`src/rtl/ps2_pkg.sv`:
```
// rtl/ps2_pkg.sv - shared PS/2 prefix bytes, key/parser state encodings and sizing helper.
package ps2_pkg;

   localparam logic [7:0] RELEASE_PREFIX = 8'hF0;
   localparam logic [7:0] EXTEND_PREFIX  = 8'hE0;

   typedef enum logic [1:0] {
      IDLE     = 2'd0,
      PRESSED  = 2'd1,
      RELEASED = 2'd2
   } key_state_e;

   typedef enum logic [1:0] {
      BASE      = 2'd0,
      EXT       = 2'd1,
      BREAK     = 2'd2,
      EXT_BREAK = 2'd3
   } parse_state_e;

   function automatic int key_idx_w(input int n);
      return (n > 1) ? $clog2(n) : 1;
   endfunction

endpackage

```
`src/rtl/ps2_key_slot.sv`:
```
// rtl/ps2_key_slot.sv - one tracked key: held level, acknowledged state and transition event.
module ps2_key_slot
   import ps2_pkg::*;
(
   input  logic       clk_i,
   input  logic       reset_i,
   input  logic       match_i,
   input  logic       make_i,
   input  logic       break_i,
   input  logic       clear_i,
   output logic       key_down_o,
   output logic [1:0] key_state_o,
   output logic       event_o
);

   logic       down_q, down_d;
   key_state_e state_q, state_d;

   always_ff @(posedge clk_i) begin
      if (reset_i) begin
         down_q  <= 1'b0;
         state_q <= IDLE;
      end else begin
         down_q  <= down_d;
         state_q <= state_d;
      end
   end

   // A transition on this key takes priority over its acknowledge; repeats fall through to the clear.
   always_comb begin
      down_d  = down_q;
      state_d = state_q;
      event_o = 1'b0;
      if (match_i && break_i) begin
         down_d  = 1'b0;
         state_d = RELEASED;
         event_o = 1'b1;
      end else if (match_i && make_i && !down_q) begin
         down_d  = 1'b1;
         state_d = PRESSED;
         event_o = 1'b1;
      end else if (clear_i) begin
         state_d = IDLE;
      end
   end

   assign key_down_o  = down_q;
   assign key_state_o = state_q;

endmodule

```
`src/rtl/ps2_key_tracker.sv`:
```
// rtl/ps2_key_tracker.sv - PS/2 make/break parser with prefix timeout feeding N key slots.
// Build option: define PS2_KEY_EXTENDED_EN to decode E0 extended codes.
module ps2_key_tracker
   import ps2_pkg::*;
#(
   parameter int                    NUM_KEYS       = 4,
   parameter logic [9*NUM_KEYS-1:0] KEY_CODES      = {9'h076, 9'h172, 9'h175, 9'h029},
   parameter int                    TIMEOUT_CYCLES = 2_500_000
) (
   input  logic                             inclock,
   input  logic                             reset,
   input  logic [7:0]                       received_data,
   input  logic                             received_data_en,
   input  logic [NUM_KEYS-1:0]              state_clear,
   output logic [2*NUM_KEYS-1:0]            key_state,
   output logic [NUM_KEYS-1:0]              key_down,
   output logic                             event_valid,
   output logic [key_idx_w(NUM_KEYS)-1:0]   event_key,
   output logic                             event_release
);

   localparam int          KEY_W    = key_idx_w(NUM_KEYS);
   localparam logic [31:0] TMO_LAST = 32'((TIMEOUT_CYCLES > 0) ? TIMEOUT_CYCLES - 1 : 0);

   parse_state_e        state_q, state_d;
   logic [31:0]         tmo_q, tmo_d;
   logic                tmo_expire;
   logic                is_prefix;
   logic                make_stb, break_stb;
   logic [NUM_KEYS-1:0] match, slot_ev;
   logic                ev_valid_q, ev_valid_d;
   logic                ev_rel_q, ev_rel_d;
   logic [KEY_W-1:0]    ev_key_q, ev_key_d;
`ifdef PS2_KEY_EXTENDED_EN
   logic                ext_flag;
`endif

   assign is_prefix  = (received_data == RELEASE_PREFIX) || (received_data == EXTEND_PREFIX);
   assign tmo_expire = (TIMEOUT_CYCLES != 0) && (state_q != BASE) && (tmo_q == TMO_LAST);

   always_ff @(posedge inclock) begin
      if (reset) state_q <= BASE;
      else       state_q <= state_d;
   end

   // A byte arriving on the expiry cycle is still decoded in the prefix state.
   always_comb begin
      state_d = state_q;
      if (received_data_en) begin
         case (state_q)
            BASE: begin
               if (received_data == RELEASE_PREFIX) state_d = BREAK;
`ifdef PS2_KEY_EXTENDED_EN
               else if (received_data == EXTEND_PREFIX) state_d = EXT;
            end
            EXT: begin
               if (received_data == RELEASE_PREFIX)     state_d = EXT_BREAK;
               else if (received_data == EXTEND_PREFIX) state_d = EXT;
               else                                     state_d = BASE;
`endif
            end
            default: state_d = BASE;
         endcase
      end else if (tmo_expire) begin
         state_d = BASE;
      end
   end

   always_comb begin
      make_stb  = 1'b0;
      break_stb = 1'b0;
`ifdef PS2_KEY_EXTENDED_EN
      ext_flag  = 1'b0;
`endif
      if (received_data_en) begin
         case (state_q)
            BASE:  make_stb  = !is_prefix;
            BREAK: break_stb = 1'b1;
`ifdef PS2_KEY_EXTENDED_EN
            EXT: begin
               make_stb = !is_prefix;
               ext_flag = 1'b1;
            end
            EXT_BREAK: begin
               break_stb = 1'b1;
               ext_flag  = 1'b1;
            end
`endif
            default: ;
         endcase
      end
   end

   always_comb begin
      if (received_data_en || (state_q == BASE) || tmo_expire) tmo_d = 32'd0;
      else                                                     tmo_d = tmo_q + 32'd1;
   end

   always_ff @(posedge inclock) begin
      if (reset) tmo_q <= 32'd0;
      else       tmo_q <= tmo_d;
   end

   for (genvar i = 0; i < NUM_KEYS; i++) begin : g_slot
`ifdef PS2_KEY_EXTENDED_EN
      assign match[i] = ({ext_flag, received_data} == KEY_CODES[9*i +: 9]);
`else
      assign match[i] = (received_data == KEY_CODES[9*i +: 8]);
`endif
      ps2_key_slot u_slot (
         .clk_i       (inclock),
         .reset_i     (reset),
         .match_i     (match[i]),
         .make_i      (make_stb),
         .break_i     (break_stb),
         .clear_i     (state_clear[i]),
         .key_down_o  (key_down[i]),
         .key_state_o (key_state[2*i +: 2]),
         .event_o     (slot_ev[i])
      );
   end

   // Descending scan so the lowest matching slot is the one reported.
   always_comb begin
      ev_valid_d = |slot_ev;
      ev_key_d   = ev_key_q;
      ev_rel_d   = ev_rel_q;
      for (int i = NUM_KEYS - 1; i >= 0; i--) begin
         if (slot_ev[i]) begin
            ev_key_d = KEY_W'(i);
            ev_rel_d = break_stb;
         end
      end
   end

   always_ff @(posedge inclock) begin
      if (reset) begin
         ev_valid_q <= 1'b0;
         ev_key_q   <= '0;
         ev_rel_q   <= 1'b0;
      end else begin
         ev_valid_q <= ev_valid_d;
         ev_key_q   <= ev_key_d;
         ev_rel_q   <= ev_rel_d;
      end
   end

   assign event_valid   = ev_valid_q;
   assign event_key     = ev_key_q;
   assign event_release = ev_rel_q;

endmodule

```
`config.mk`:
```
export PLATFORM = sky130hd
export DESIGN_NAME = ps2_key_tracker
export DESIGN_NICKNAME = d
export VERILOG_FILES = /design/src/rtl/ps2_pkg.sv /design/src/rtl/ps2_key_slot.sv /design/src/rtl/ps2_key_tracker.sv
export SDC_FILE = /design/constraint.sdc
export NUM_CORES = 1
export LEC_CHECK = 0
export CAP_MARGIN = 40
export CORE_MARGIN = 2
export CORE_UTILIZATION = 55
export DETAILED_ROUTE_END_ITERATION = 8
export GPL_ROUTABILITY_DRIVEN = 0
export HOLD_SLACK_MARGIN = 0.1
export PLACE_DENSITY = 0.79
export SLEW_MARGIN = 40
export SYNTH_ARGS = -nofsm -noshare
export SYNTH_HDL_FRONTEND = slang
export SYNTH_HIERARCHICAL = 1
export SYNTH_SLANG_ARGS = --single-unit
```
`constraint.sdc`:
```
create_clock -name inclock -period 2.8 [get_ports inclock]
set_input_delay 0.28 -clock inclock [delete_from_list [all_inputs] [get_ports inclock]]
set_output_delay 0.28 -clock inclock [all_outputs]
set_load 0.02 [all_outputs]
```
==> flow_metrics.py <==
metrics = {
    "outcome": {
        "run_status": "finished clean",
    },
    "critical_path": {
        "cp_cell_sequence": "clkdlybuf4s50_1, and2_1, nand2_1, or4b_2, nor2_1, nand3b_2, nand2_1, nor4_1, mux2i_1, nor2_1",
        "r2r_start": "tmo_q[25]",
        "crit_fanout": 5,
        "slowest_delay_ns": 0.63,
        "worstSetupEndpointType": "flop",
        "worstReg2RegEnd": "tmo_q[28]",
        "timing.reg2reg.setup_slack_ns": 0.53,
        "worst_r2r_path_depth": 5,
        "worstPathRequired_ns": 3.00,
        "crit_type": "in -> reg",
        "cpMaxStageDelayCell": "or4b_2",
        "cp.arrival_ns": 2.56,
        "start_kind": "input port",
    },
    "logic_synthesis": {
        "synth_top_area_share_pct": 40.7,
        "ys_types": 39,
        "synthCells": 274,
        "async_reset_ff_share_pct": 0,
        "synth-seq-cells": 49,
        "synth_ff_type": "dfxtp_1",
        "yosys.area.top_type": "dfxtp_1",
        "syn_area_per_cell_um2": 8.79,
        "synth_top_family_by_area": "simple AND/OR/NAND/NOR gates",
        "synth_edf_count": 0,
        "ys_warn_count": 6,
        "synthTopCellsByArea": "dfxtp_1, or4_1, a21oi_1",
        "synthAdderAreaFrac_pct": 0.519,
        "synthTopCellsByCount": "dfxtp_1, nand2_1, a21oi_1, nor2_1, or4_1",
        "synth_fp_nets": 290,
        "synth.most_common_cell": "dfxtp_1",
        "synthXorXnorAreaFrac_pct": 4.00,
        "netlist_area_mm2": 0.00241,
        "synth_mux_area_share_pct": 0.415,
        "synth-simple-area-share_pct": 35.1,
        "seq_area_frac_synth_pct": 40.7,
        "synth_compound_gate_area_share_pct": 17.1,
    },
    "power_and_ir_drop": {
        "switchingPower_mw": 0.277,
        "peakVddDrop_v": 0.000339,
        "leakagePower_nw": 0.853,
        "clkPwrFrac_pct": 41.5,
        "powerDensity_mw_per_mm2": 437,
        "p_comb_share_pct": 3.5,
        "p_sw_share_pct": 21.9,
        "intPower_mw": 0.988,
        "seqPwrFrac_pct": 55.1,
    },
    "timing": {
        "final.setup.tns_ns": 0,
        "maxSlewHeadroom_pct": 62.7,
        "finalSetupViolCount": 0,
        "period_needed_ns": 2.36,
        "post-route-period-util_pct": 84.2,
        "slew_violations": 0,
        "fmax_mhz": 424,
        "tightest_slew_ns": 0.558,
        "setup_ws_ns": 0.443,
        "finClkSkew_ns": 0.00881,
        "hold_viol": 0,
        "rsz0062_at_grt": "false",
    },
    "global_routing": {
        "track_usage_pct": 23.6,
        "antenna_found_initial": 0,
        "first_global_vias": 2071,
        "grt_max_degree": 22,
        "grt_pass1_wl_um": 9470,
        "grt_overflow": 0,
    },
    "clocking": {
        "clockBufferDepth": 2,
        "cts_sinks": 49,
        "ctsHoldBuffers": 0,
        "cts_tree": "yes",
        "ctsResizeCount": 0,
        "post-cts-setup-buffers": 0,
        "cts_buffers": 5,
        "clk_pin_slew_ns": 0.09,
        "clock-root-buffer": "clkbuf_8",
        "htree_levels": 2,
        "clk-insertion-delay-late_ns": 0.31,
    },
    "layout": {
        "n_antenna_cell": 0,
        "area_delta_synth_final_pct": 20.1,
        "final_layout_size_suffix_gt1_share_pct": 8.09,
        "fin_cells": 361,
        "fin_nets": 324,
        "fillers": 354,
    },
    "die": {
        "dieArea_mm2": 0.00493,
        "row_count": 24,
        "core_mm2": 0.00429,
        "die_w_um": 70.2,
        "die_h_um": 70.2,
        "ios": 31,
        "start_util_pct": 56.1,
    },
    "placement": {
        "dpl_worst_slack_ns": 0.165,
        "place_hpwl_um": 3970,
        "io_buffers": 30,
        "dp_cells": 353,
    },
    "routing": {
        "ant_nets": 0,
        "route.detailed.drc": 0,
        "post_drt_wl_per_cell_um": 15.3,
        "drtIter0Drc": 115,
        "drt_pass1_iterations": 4,
        "viasPerCell": 6.30,
        "wl_um": 5510,
        "num_vias": 2274,
    },
    "hold_path": {
        "worstHoldPathType": "reg -> reg",
        "hold_start": "tmo_q[0]",
        "whs_endpoint": "tmo_q[0]",
        "hold_depth": 1,
    },
    "flow_run": {
        "maxCapViolations": 0,
    },
}
==> power groups by stage <==
stage	Sequential, mW	Combinational [mW]	Clock [mW]
after floorplan	0.714	0.00963	0
after global placement	0.713	0.0419	0
after detailed placement	0.713	0.0423	0
after CTS	0.697	0.0427	0.534
after global routing	0.697	0.0469	0.553
final	0.697	0.0437	0.524
==> worst max-delay path, delay by kind of cell <==
| family | cells | cell delay [ns] |
|---|---|---|
| muxes | 1 | 0.14 |
| buffers and inverters | 1 | 0.47 |
| and+or+nand+nor | 8 | 1.65 |
==> flip-flops by register name, indices dropped and copies added (netlist names) <==
name,cells
event_key,2
event_release,1
event_valid,1
g_slot.u_slot/key_down_o,4
g_slot.u_slot/key_state_o,8
state_q,1
tmo_q,32
==> per-layer routing <==
layer	vias to the layer above	track usage (%)	part of all wire [%]	routed length, um
li1	1126	-	-	-
met1	1100	31.7	48	2620
met2	38	38.5	48	2630
met3	10	4.76	2.8	155
met4	0	7.05	1.9	105
met5	-	0	0	0
==> worst max-delay path by stage <==
stage / start / to / slack, ns / cells past startpoint
2_1_floorplan: tmo_q[30] / tmo_q[28] / 0.75 / 5
6_report: received_data[5] / event_release / 0.44 / 10
3_5_place_dp: received_data[5] / event_release / 0.16 / 10
4_1_cts: received_data[5] / event_release / 0.47 / 10
3_3_place_gp: received_data[1] / event_release / 0.20 / 8
5_1_grt: received_data[1] / event_release / 0.22 / 8
==> per-stage QoR <==
step | area (um2) | utilization, % | hold slack [ns] | total power [mW]
global placement | 2770 | 64.6 | 0.471 | 0.755
finish | 2890 | 67.4 | 0.498 | 1.26
detailed placement | 2770 | 64.6 | 0.480 | 0.755
floorplan | 2410 | - | 0.346 | 0.723
global route | 2890 | 67.4 | 0.519 | 1.30
CTS | 2890 | 67.2 | 0.496 | 1.27
==> logic make-up after synthesis <==
kind of cell | count (synthesis)
xor+xnor | 11
simple gates | 144
flops | 49
buf+inv | 11
mux | 1
fa+ha+maj | 1
compound gates | 57
==> cell type report <==
cell class / instances / area, um2 / share of cell area, %
Tap cell: 52 / 65.1 / 2.25
Timing Repair Buffer: 35 / 338 / 11.7
Clock buffer: 5 / 68.8 / 2.38
Inverter: 3 / 11.3 / 0.389
Multi-Input combinational cell: 214 / 1380 / 47.8
Clock inverter: 3 / 46.3 / 1.60
Sequential cell: 49 / 981 / 33.9
==> cell usage in the layout, fill, tap and decap left out, types with 2 or more instances in the layout <==
master	n
dfxtp_1	49
clkdlybuf4s50_1	30
nand2_1	23
nor2_1	22
a21oi_1	22
or4_1	18
nand3_1	15
o31ai_1	12
nand4_1	11
nor4_1	8
nand2b_1	7
or3_1	7
nor3_1	6
xnor2_1	6
o21ai_0	5
xor2_1	5
clkbuf_8	5
buf_4	5
and2_1	4
and3_1	4
and4_1	4
nand3b_2	4
nor3b_1	4
o2bb2ai_1	4
a211oi_1	4
a221oi_2	4
inv_1	3
nor4b_1	3
nand4bb_1	2
Note: power is estimated with default switching activity, not from simulation.
